File: src/rtl/key_event_pkg.sv
// Shared clock-UI definitions: key FSM state encoding and 50 MHz timing defaults.
package key_event_pkg;

  typedef enum logic [1:0] {
    ST_IDLE    = 2'd0,
    ST_PRESSED = 2'd1,
    ST_REPEAT  = 2'd2
  } key_state_t;

  localparam int unsigned LONG_CYCLES_DEF   = 50_000_000;
  localparam int unsigned REPEAT_CYCLES_DEF = 10_000_000;
  localparam int unsigned CNT_W_DEF         = 26;

endpackage

File: src/rtl/key_event.sv
// Turns a debounced key level into press/release/short/long/repeat event pulses.
module key_event
  import key_event_pkg::*;
#(
  parameter int unsigned LONG_CYCLES   = LONG_CYCLES_DEF,
  parameter int unsigned REPEAT_CYCLES = REPEAT_CYCLES_DEF,
  parameter int unsigned CNT_W         = CNT_W_DEF
) (
  input  logic clk,
  input  logic rst,
  input  logic key_in,
  input  logic rep_en,
  output logic press_pulse,
  output logic release_pulse,
  output logic short_pulse,
  output logic long_pulse,
  output logic repeat_pulse,
  output logic held
);

  localparam logic [CNT_W-1:0] LONG_LAST   = CNT_W'(LONG_CYCLES - 1);
  localparam logic [CNT_W-1:0] REPEAT_LAST = CNT_W'(REPEAT_CYCLES - 1);

  key_state_t       state_q, state_d;
  logic [CNT_W-1:0] cnt_q, cnt_d;
  logic             press_q, press_d;
  logic             release_q, release_d;
  logic             short_q, short_d;
  logic             long_q, long_d;
  logic             repeat_q, repeat_d;
  logic             held_q, held_d;

  always_ff @(posedge clk or posedge rst) begin
    if (rst) begin
      state_q   <= ST_IDLE;
      cnt_q     <= '0;
      press_q   <= 1'b0;
      release_q <= 1'b0;
      short_q   <= 1'b0;
      long_q    <= 1'b0;
      repeat_q  <= 1'b0;
      held_q    <= 1'b0;
    end else begin
      state_q   <= state_d;
      cnt_q     <= cnt_d;
      press_q   <= press_d;
      release_q <= release_d;
      short_q   <= short_d;
      long_q    <= long_d;
      repeat_q  <= repeat_d;
      held_q    <= held_d;
    end
  end

  // A release always takes priority over a long/repeat firing on the same edge.
  always_comb begin
    state_d   = state_q;
    cnt_d     = cnt_q;
    press_d   = 1'b0;
    release_d = 1'b0;
    short_d   = 1'b0;
    long_d    = 1'b0;
    repeat_d  = 1'b0;
    case (state_q)
      ST_IDLE: begin
        if (key_in) begin
          state_d = ST_PRESSED;
          cnt_d   = '0;
          press_d = 1'b1;
        end
      end
      ST_PRESSED: begin
        if (!key_in) begin
          state_d   = ST_IDLE;
          cnt_d     = '0;
          release_d = 1'b1;
          short_d   = 1'b1;
        end else if (cnt_q == LONG_LAST) begin
          state_d = ST_REPEAT;
          cnt_d   = '0;
          long_d  = 1'b1;
        end else begin
          cnt_d = cnt_q + 1'b1;
        end
      end
      ST_REPEAT: begin
        if (!key_in) begin
          state_d   = ST_IDLE;
          cnt_d     = '0;
          release_d = 1'b1;
        end else if (!rep_en) begin
          cnt_d = '0;
        end else if (cnt_q == REPEAT_LAST) begin
          cnt_d    = '0;
          repeat_d = 1'b1;
        end else begin
          cnt_d = cnt_q + 1'b1;
        end
      end
      default: begin
        state_d = ST_IDLE;
        cnt_d   = '0;
      end
    endcase
    held_d = (state_d != ST_IDLE);
  end

  assign press_pulse   = press_q;
  assign release_pulse = release_q;
  assign short_pulse   = short_q;
  assign long_pulse    = long_q;
  assign repeat_pulse  = repeat_q;
  assign held          = held_q;

endmodule
File: config.mk
export PLATFORM = sky130hd
export DESIGN_NAME = key_event
export DESIGN_NICKNAME = d
export VERILOG_FILES = /design/src/rtl/key_event_pkg.sv /design/src/rtl/key_event.sv
export SDC_FILE = /design/constraint.sdc
export NUM_CORES = 1
export LEC_CHECK = 0
export CAP_MARGIN = 40
export CORE_MARGIN = 8
export CORE_UTILIZATION = 60
export CTS_CLUSTER_SIZE = 28
export DETAILED_ROUTE_END_ITERATION = 7
export DONT_BUFFER_PORTS = 1
export GPL_TIMING_DRIVEN = 0
export HOLD_SLACK_MARGIN = 0.12
export PLACE_DENSITY = 0.73
export SYNTH_ARGS = -nofsm -noshare
export SYNTH_HDL_FRONTEND = slang
export SYNTH_SLANG_ARGS = --single-unit
File: constraint.sdc
create_clock -name clk -period 4.51 [get_ports clk]
set_input_delay 0.902 -clock clk [delete_from_list [all_inputs] [get_ports clk]]
set_output_delay 0.902 -clock clk [all_outputs]
set_load 0.01 [all_outputs]
; Word-level counts from Yosys, hierarchy flattened
; Index checks and enable logic that the tools add are counted.
[classes]
shift = 0
div = 0
n_lt_le_gt_ge = 0
reduce_logical = 3
multipliers = 0
eq_ne = 5
n_addsub = 1
bitwise_logic = 0
muxes = 24
[ops]
columns = cell, count
row1 = $mux W26, 6
row2 = $pmux W26 S3, 1
row3 = $add A26 B1 Y26 const B, 1
row4 = $eq A26 B24 Y1 const B, 1
row5 = $eq A26 B26 Y1 const B, 1
row6 = $mux W1, 12
row7 = $mux W2, 4
row8 = $pmux W2 S3, 1
row9 = $eq A2 B1 Y1 const B, 1
row10 = $eq A2 B2 Y1 const B, 1
row11 = $logic_not A2 Y1, 1
row12 = $ne A2 B2 Y1 const B, 1
row13 = $reduce_bool A2 Y1, 1
row14 = $reduce_or A2 Y1, 1
[totals]
mem_bits_rw = 0
memories = 0
wordCells = 41
regBits = 34
rom_bits = 0
input_bits = 4
output_inout_bits = 6
latchBits = 0

; Longest topological paths before layout
[depth]
ltp_word = 5
ltp_mapped = 9
mapped_depth_nobuf = 6

; Worst setup path before layout
; No wires, ideal clock.
[synth_timing]
path_type = register to register
start = register cnt_q[0]
end = register cnt_q[11]
period_less_slack_ns = 1.976
path_slack_ns = 2.534
setup_time_ns = 0.123
required_ns = 4.387
n_path_buf = 3
t_arrival_ns = 1.853
path_stages_with_launch = 10
cell_sequence = dfrtp_1 ha_1 and3_1 clkbuf_1 nand4_1 o2111a_1 clkbuf_1 buf_2 o22ai_1 nand2_1
[synth_between]
elab_chain_cells = 5
elab_cells_between_ends = 9
cone_classes = add/sub: 1 / eq/ne: 2 / mux: 6
[synth_rtl]
columns = item, line
row1 = "start, declared", key_event.sv:25  ; logic [CNT_W-1:0] cnt_q, cnt_d;
row2 = "start signal, assigned", key_event.sv:45  ; cnt_q <= cnt_d;
row3 = $add A26 B1 Y26 / $eq A26 B24 Y1 (equally long branches), "key_event.sv:83, key_event.sv:97, key_event.sv:93"
row4 = $mux W26, key_event.sv:93  ; end else if (cnt_q == REPEAT_LAST) begin
row5 = $mux W26, key_event.sv:91  ; end else if (!rep_en) begin
row6 = $mux W26, key_event.sv:87  ; if (!key_in) begin
row7 = $pmux W26 S3 *, key_event.sv:64  ; case (state_q)
; Mark *: on every way between the ends. The rest lies on a longest branch, timed or not.
; A chain may end at the register's enable or synchronous reset.

; Final worst setup path
[layout_timing]
start = register cnt_q[0]
end = register cnt_q[10]
; Same word-level chain as after synthesis.

==> impl_summary.log <==
[metrics] count of H-tree levels built during CTS: 2
[metrics] number of non-filler instances in the completed layout: 309
[metrics] area share of fa/ha/maj cells after synthesis: 0.0296
[metrics] total number of vias: 1934
[metrics] number of violations reported at the end of detailed-routing iteration 0: 194
[metrics] startpoint of the most critical register-to-register path: cnt_q[0]
[metrics] clock-pin slew of the registers on the worst-case setup and hold paths: around 0.11 ns
[metrics] final critical path time including I/O delays and setup: 2.47 ns
[metrics] DR pass1 iterations: 5
[metrics] total number of yosys warnings: 0
[metrics] number of instances resized during post-cts repair: 0
[metrics] pin count of the biggest net entering global routing: 19
[metrics] post-placement setup slack: 2.08 ns
[metrics] DRT Wirelength: between 4 and 5 mm
[metrics] Top FF cell, synth: sky130_fd_sc_hd__dfrtp_1
[metrics] Clock Tree Root: sky130_fd_sc_hd__clkbuf_4
[metrics] die outline area: 0.00567 sq mm
[metrics] number of buffers and inverters on the critical path: 1
[metrics] setup slack of the worst register-to-register path: 2.04 ns
[metrics] placed wire-length estimate after detailed placement: 3.55 mm
[metrics] net count after synthesis: 263
[metrics] area of the multi-input gates: 0.00115 sq mm
[metrics] status: finished clean
[metrics] insertion delay of the later-clocked pin in the worst-skew pair: 0.35 ns
[metrics] vias in the first global route: 1797
[metrics] Clock Sink Count: 34
[metrics] core outline area: between 0.003 and 0.004 sq mm
[metrics] ratio of cells with drive above 1 in the final layout: 0.0760
[metrics] finished layout cell area: ~0.0023 sq mm
[metrics] family with the most delay on the worst path: simple AND/OR/NAND/NOR gates
[metrics] proportion of synthesized chip area in sequential cells: 0.403
[metrics] Worst Tran Pin Value: 0.730 ns
[metrics] setup violators final: 0
[metrics] CP Class: reg2reg
[metrics] area of the mapped netlist: approximately 0.0021 sq mm
[metrics] TritonCTS clock tree: yes
[metrics] number of flops mapped to enable cells by yosys: 0
[metrics] Synth Area in Simple Gates: 0.311
[metrics] instance count of the mapped netlist: 254
[metrics] ports placed on the boundary: 10
[metrics] maximum fanout encountered on the critical timing path: 8
[metrics] Total Neg Setup Slack: 0 ns
[metrics] count of endpoints failing hold in the final timing report: 0
[metrics] Leakage Power: ~0.95 nW
[metrics] synthesis-stage register bit count: 34
[metrics] Final WS setup: just over 2 ns
[metrics] type of the most critical hold path: in2async
[metrics] fraction of the core area covered by cells at the end of the flow: 0.671
[metrics] required arrival time at the worst endpoint: approximately 4.7 ns
[metrics] Post-CTS Setup Repair Bufs: 0
[metrics] WL/cell: roughly 16 um
[metrics] ant diodes: 0
[metrics] ys async rst share: 1.00
[metrics] total of max-cap violations: 0
[metrics] number of buffers created by CTS: 5
[metrics] vias per std cell: 6.26
[metrics] initial antenna violation count: 0
[metrics] top cells by area, synth: sky130_fd_sc_hd__dfrtp_1 (40%), sky130_fd_sc_hd__nand2_1 (8.7%), sky130_fd_sc_hd__o21ai_0 (4.3%)
[metrics] Die X-Extent: ~75 um
[metrics] arrival time of data at the critical path endpoint: approximately 2.7 ns
[metrics] wire length of the first global-routing pass: 8.63 mm
[metrics] leading area contributor after synthesis: sky130_fd_sc_hd__dfrtp_1
[metrics] number of filler instances in the final layout: 302
[metrics] mux cell area share after synthesis: 0
[metrics] complex-gate fraction of the synthesized area: 0.206
[metrics] most frequent cells in the layout: sky130_fd_sc_hd__nand2_1 (49), sky130_fd_sc_hd__dfrtp_1 (34), sky130_fd_sc_hd__o21ai_0 (18)
[metrics] Post-Synth XOR/XNOR Area: 0
[metrics] top-area cell type share of the netlist area: 0.403
[metrics] post-detailed-route count of antenna-violating nets: 0
[metrics] GPL Wtd Cong: ~0.85
[metrics] cell count of the worst reg-to-reg path: 7
[metrics] CP Cell Sequence: ha_1 > and3_1 > clkbuf_1 > nand4_1 > o2111a_1 > nor2_1 > o211ai_1
[metrics] endpoint type of the worst setup path: flop
[metrics] final critical-path share of the clock period: 0.547
[metrics] cts hold-fix bufs: 0
[metrics] critical register-to-register path endpoint: cnt_q[10]
[metrics] total congestion overflow after global routing: 0
[metrics] cell area after placement: 0.00220 sq mm
[metrics] critical path's largest stage delay: 0.56 ns
[metrics] area of all sequential standard cells: 851 sq um
[metrics] highest achievable clock rate: between 400 and 500 MHz
[metrics] global router's overall resource usage: 0.200
[metrics] dominant combinational cell family by area after synthesis: simple AND/OR/NAND/NOR gates
[metrics] maximum root-to-sink buffer count: 2
[metrics] PortBufs: 0
[metrics] total instance count after detailed placement: ~300
[metrics] Net count, final: 271
[metrics] Clock Skews: 0.0194 ns
[metrics] relative max-transition margin: 0.513
[metrics] area added between synthesis and finish: 6.87%
[metrics] standard-cell rows: 21
[metrics] average footprint of a synthesized cell: 8.32 sq um
[metrics] Cell Pwr Density: 294 mW/mm^2
[metrics] final count of pins violating max slew: 0
[metrics] number of remaining DRC errors: 0
[metrics] IR drop worst, VDD: roughly 0.00018 V
[metrics] Vert. Die Dim: 75.3 um
[metrics] setup repair after global routing missed its margin: no
[metrics] starting density of the core: 0.628
[metrics] commonest non-fill, non-tap cell in the layout: sky130_fd_sc_hd__nand2_1
[metrics] Critical Path Start Type: flop
[metrics] highest-delay cell along the critical path: sky130_fd_sc_hd__nor2_1
[metrics] number of unique standard cell types used by synthesis: between 40 and 50
==> worst max path at each step <==
stage,cells after the start,startpoint,slack [ns],to
global placement,7,cnt_q[0],2.06,cnt_q[13]
global route,7,cnt_q[0],1.79,cnt_q[10]
finish,7,cnt_q[0],2.04,cnt_q[10]
floorplan,9,cnt_q[0],2.53,cnt_q[11]
CTS,7,cnt_q[0],2.04,cnt_q[10]
detailed placement,7,cnt_q[0],2.08,cnt_q[13]
==> final cells by class <==
class                   instances  share of cell area
plain buffers                  16              0.0294
clock buffers                   7              0.0244
clock inverters                 1             0.00222
flip-flops and latches         34               0.377
multi-input cells             193               0.511
inverters                      11              0.0183
well taps                      46              0.0255
repair buffers                  1              0.0122
==> worst register-to-register path, stage by stage (launching register included) <==
cell	delay, ns
sky130_fd_sc_hd__dfrtp_1	0.41
sky130_fd_sc_hd__ha_1	0.22
sky130_fd_sc_hd__and3_1	0.16
sky130_fd_sc_hd__clkbuf_1	0.23
sky130_fd_sc_hd__nand4_1	0.21
sky130_fd_sc_hd__o2111a_1	0.33
sky130_fd_sc_hd__nor2_1	0.56
sky130_fd_sc_hd__o211ai_1	0.22
==> Yosys cell counts, types with 2 or more instances <==
master	instances
sky130_fd_sc_hd__nor2b_1	4
sky130_fd_sc_hd__o31ai_1	2
sky130_fd_sc_hd__o31a_1	5
sky130_fd_sc_hd__and2_1	5
sky130_fd_sc_hd__dfrtp_1	34
sky130_fd_sc_hd__o211ai_1	7
sky130_fd_sc_hd__o21bai_1	2
sky130_fd_sc_hd__ha_1	5
sky130_fd_sc_hd__inv_1	11
sky130_fd_sc_hd__o21ai_0	18
sky130_fd_sc_hd__nor2_1	11
sky130_fd_sc_hd__or3_1	5
sky130_fd_sc_hd__nand2_1	49
sky130_fd_sc_hd__nor3_1	8
sky130_fd_sc_hd__or2_2	2
sky130_fd_sc_hd__nand4_1	4
sky130_fd_sc_hd__and4_1	2
sky130_fd_sc_hd__and3_1	4
sky130_fd_sc_hd__buf_2	5
sky130_fd_sc_hd__o21a_1	2
sky130_fd_sc_hd__a22oi_1	3
sky130_fd_sc_hd__clkbuf_1	11
sky130_fd_sc_hd__a31oi_1	2
sky130_fd_sc_hd__nor3b_1	3
sky130_fd_sc_hd__o22ai_1	12
sky130_fd_sc_hd__nor4_1	8
sky130_fd_sc_hd__nand3_1	11
sky130_fd_sc_hd__o221ai_1	4
==> sequential cells by signal, summed over array words and instances (netlist names) <==
name / count
release_pulse: 1
repeat_pulse: 1
short_pulse: 1
cnt_q: 26
press_pulse: 1
held: 1
long_pulse: 1
state_q: 2
==> report_power, final <==
part / leakage, nW / switching [mW] / internal (mW)
Clock: 0.0353 / 0.104 / 0.0755
Combinational: 0.448 / 0.0949 / 0.0409
Sequential: 0.467 / 0.0224 / 0.326
==> stage by stage <==
| stage | hold slack [ns] | power, mW |
|---|---|---|
| detailed placement | 0.524 | 0.492 |
| finish | 0.546 | 0.663 |
| global route | 0.580 | 0.703 |
| CTS | 0.549 | 0.670 |
| global placement | 0.518 | 0.486 |
| floorplan | 0.481 | 0.446 |
==> routing by layer <==
metal / vias up / part of all wire / GRT usage
li1: 950 / - / -
met4: 0 / 0.017 / 0.0874
met2: 87 / 0.45 / 0.297
met3: 9 / 0.081 / 0.0434
met5: - / 0 / 0
met1: 888 / 0.45 / 0.273
==> kinds of logic (layout without fill, tap and decap cells) <==
| logic type | after synthesis | count (layout) |
|---|---|---|
| compound gates | 63 | 63 |
| fa+ha+maj | 5 | 5 |
| buf+inv | 27 | 36 |
| simple gates | 125 | 125 |
| flops | 34 | 34 |
No activity file was read; power rests on OpenSTA's default activity.
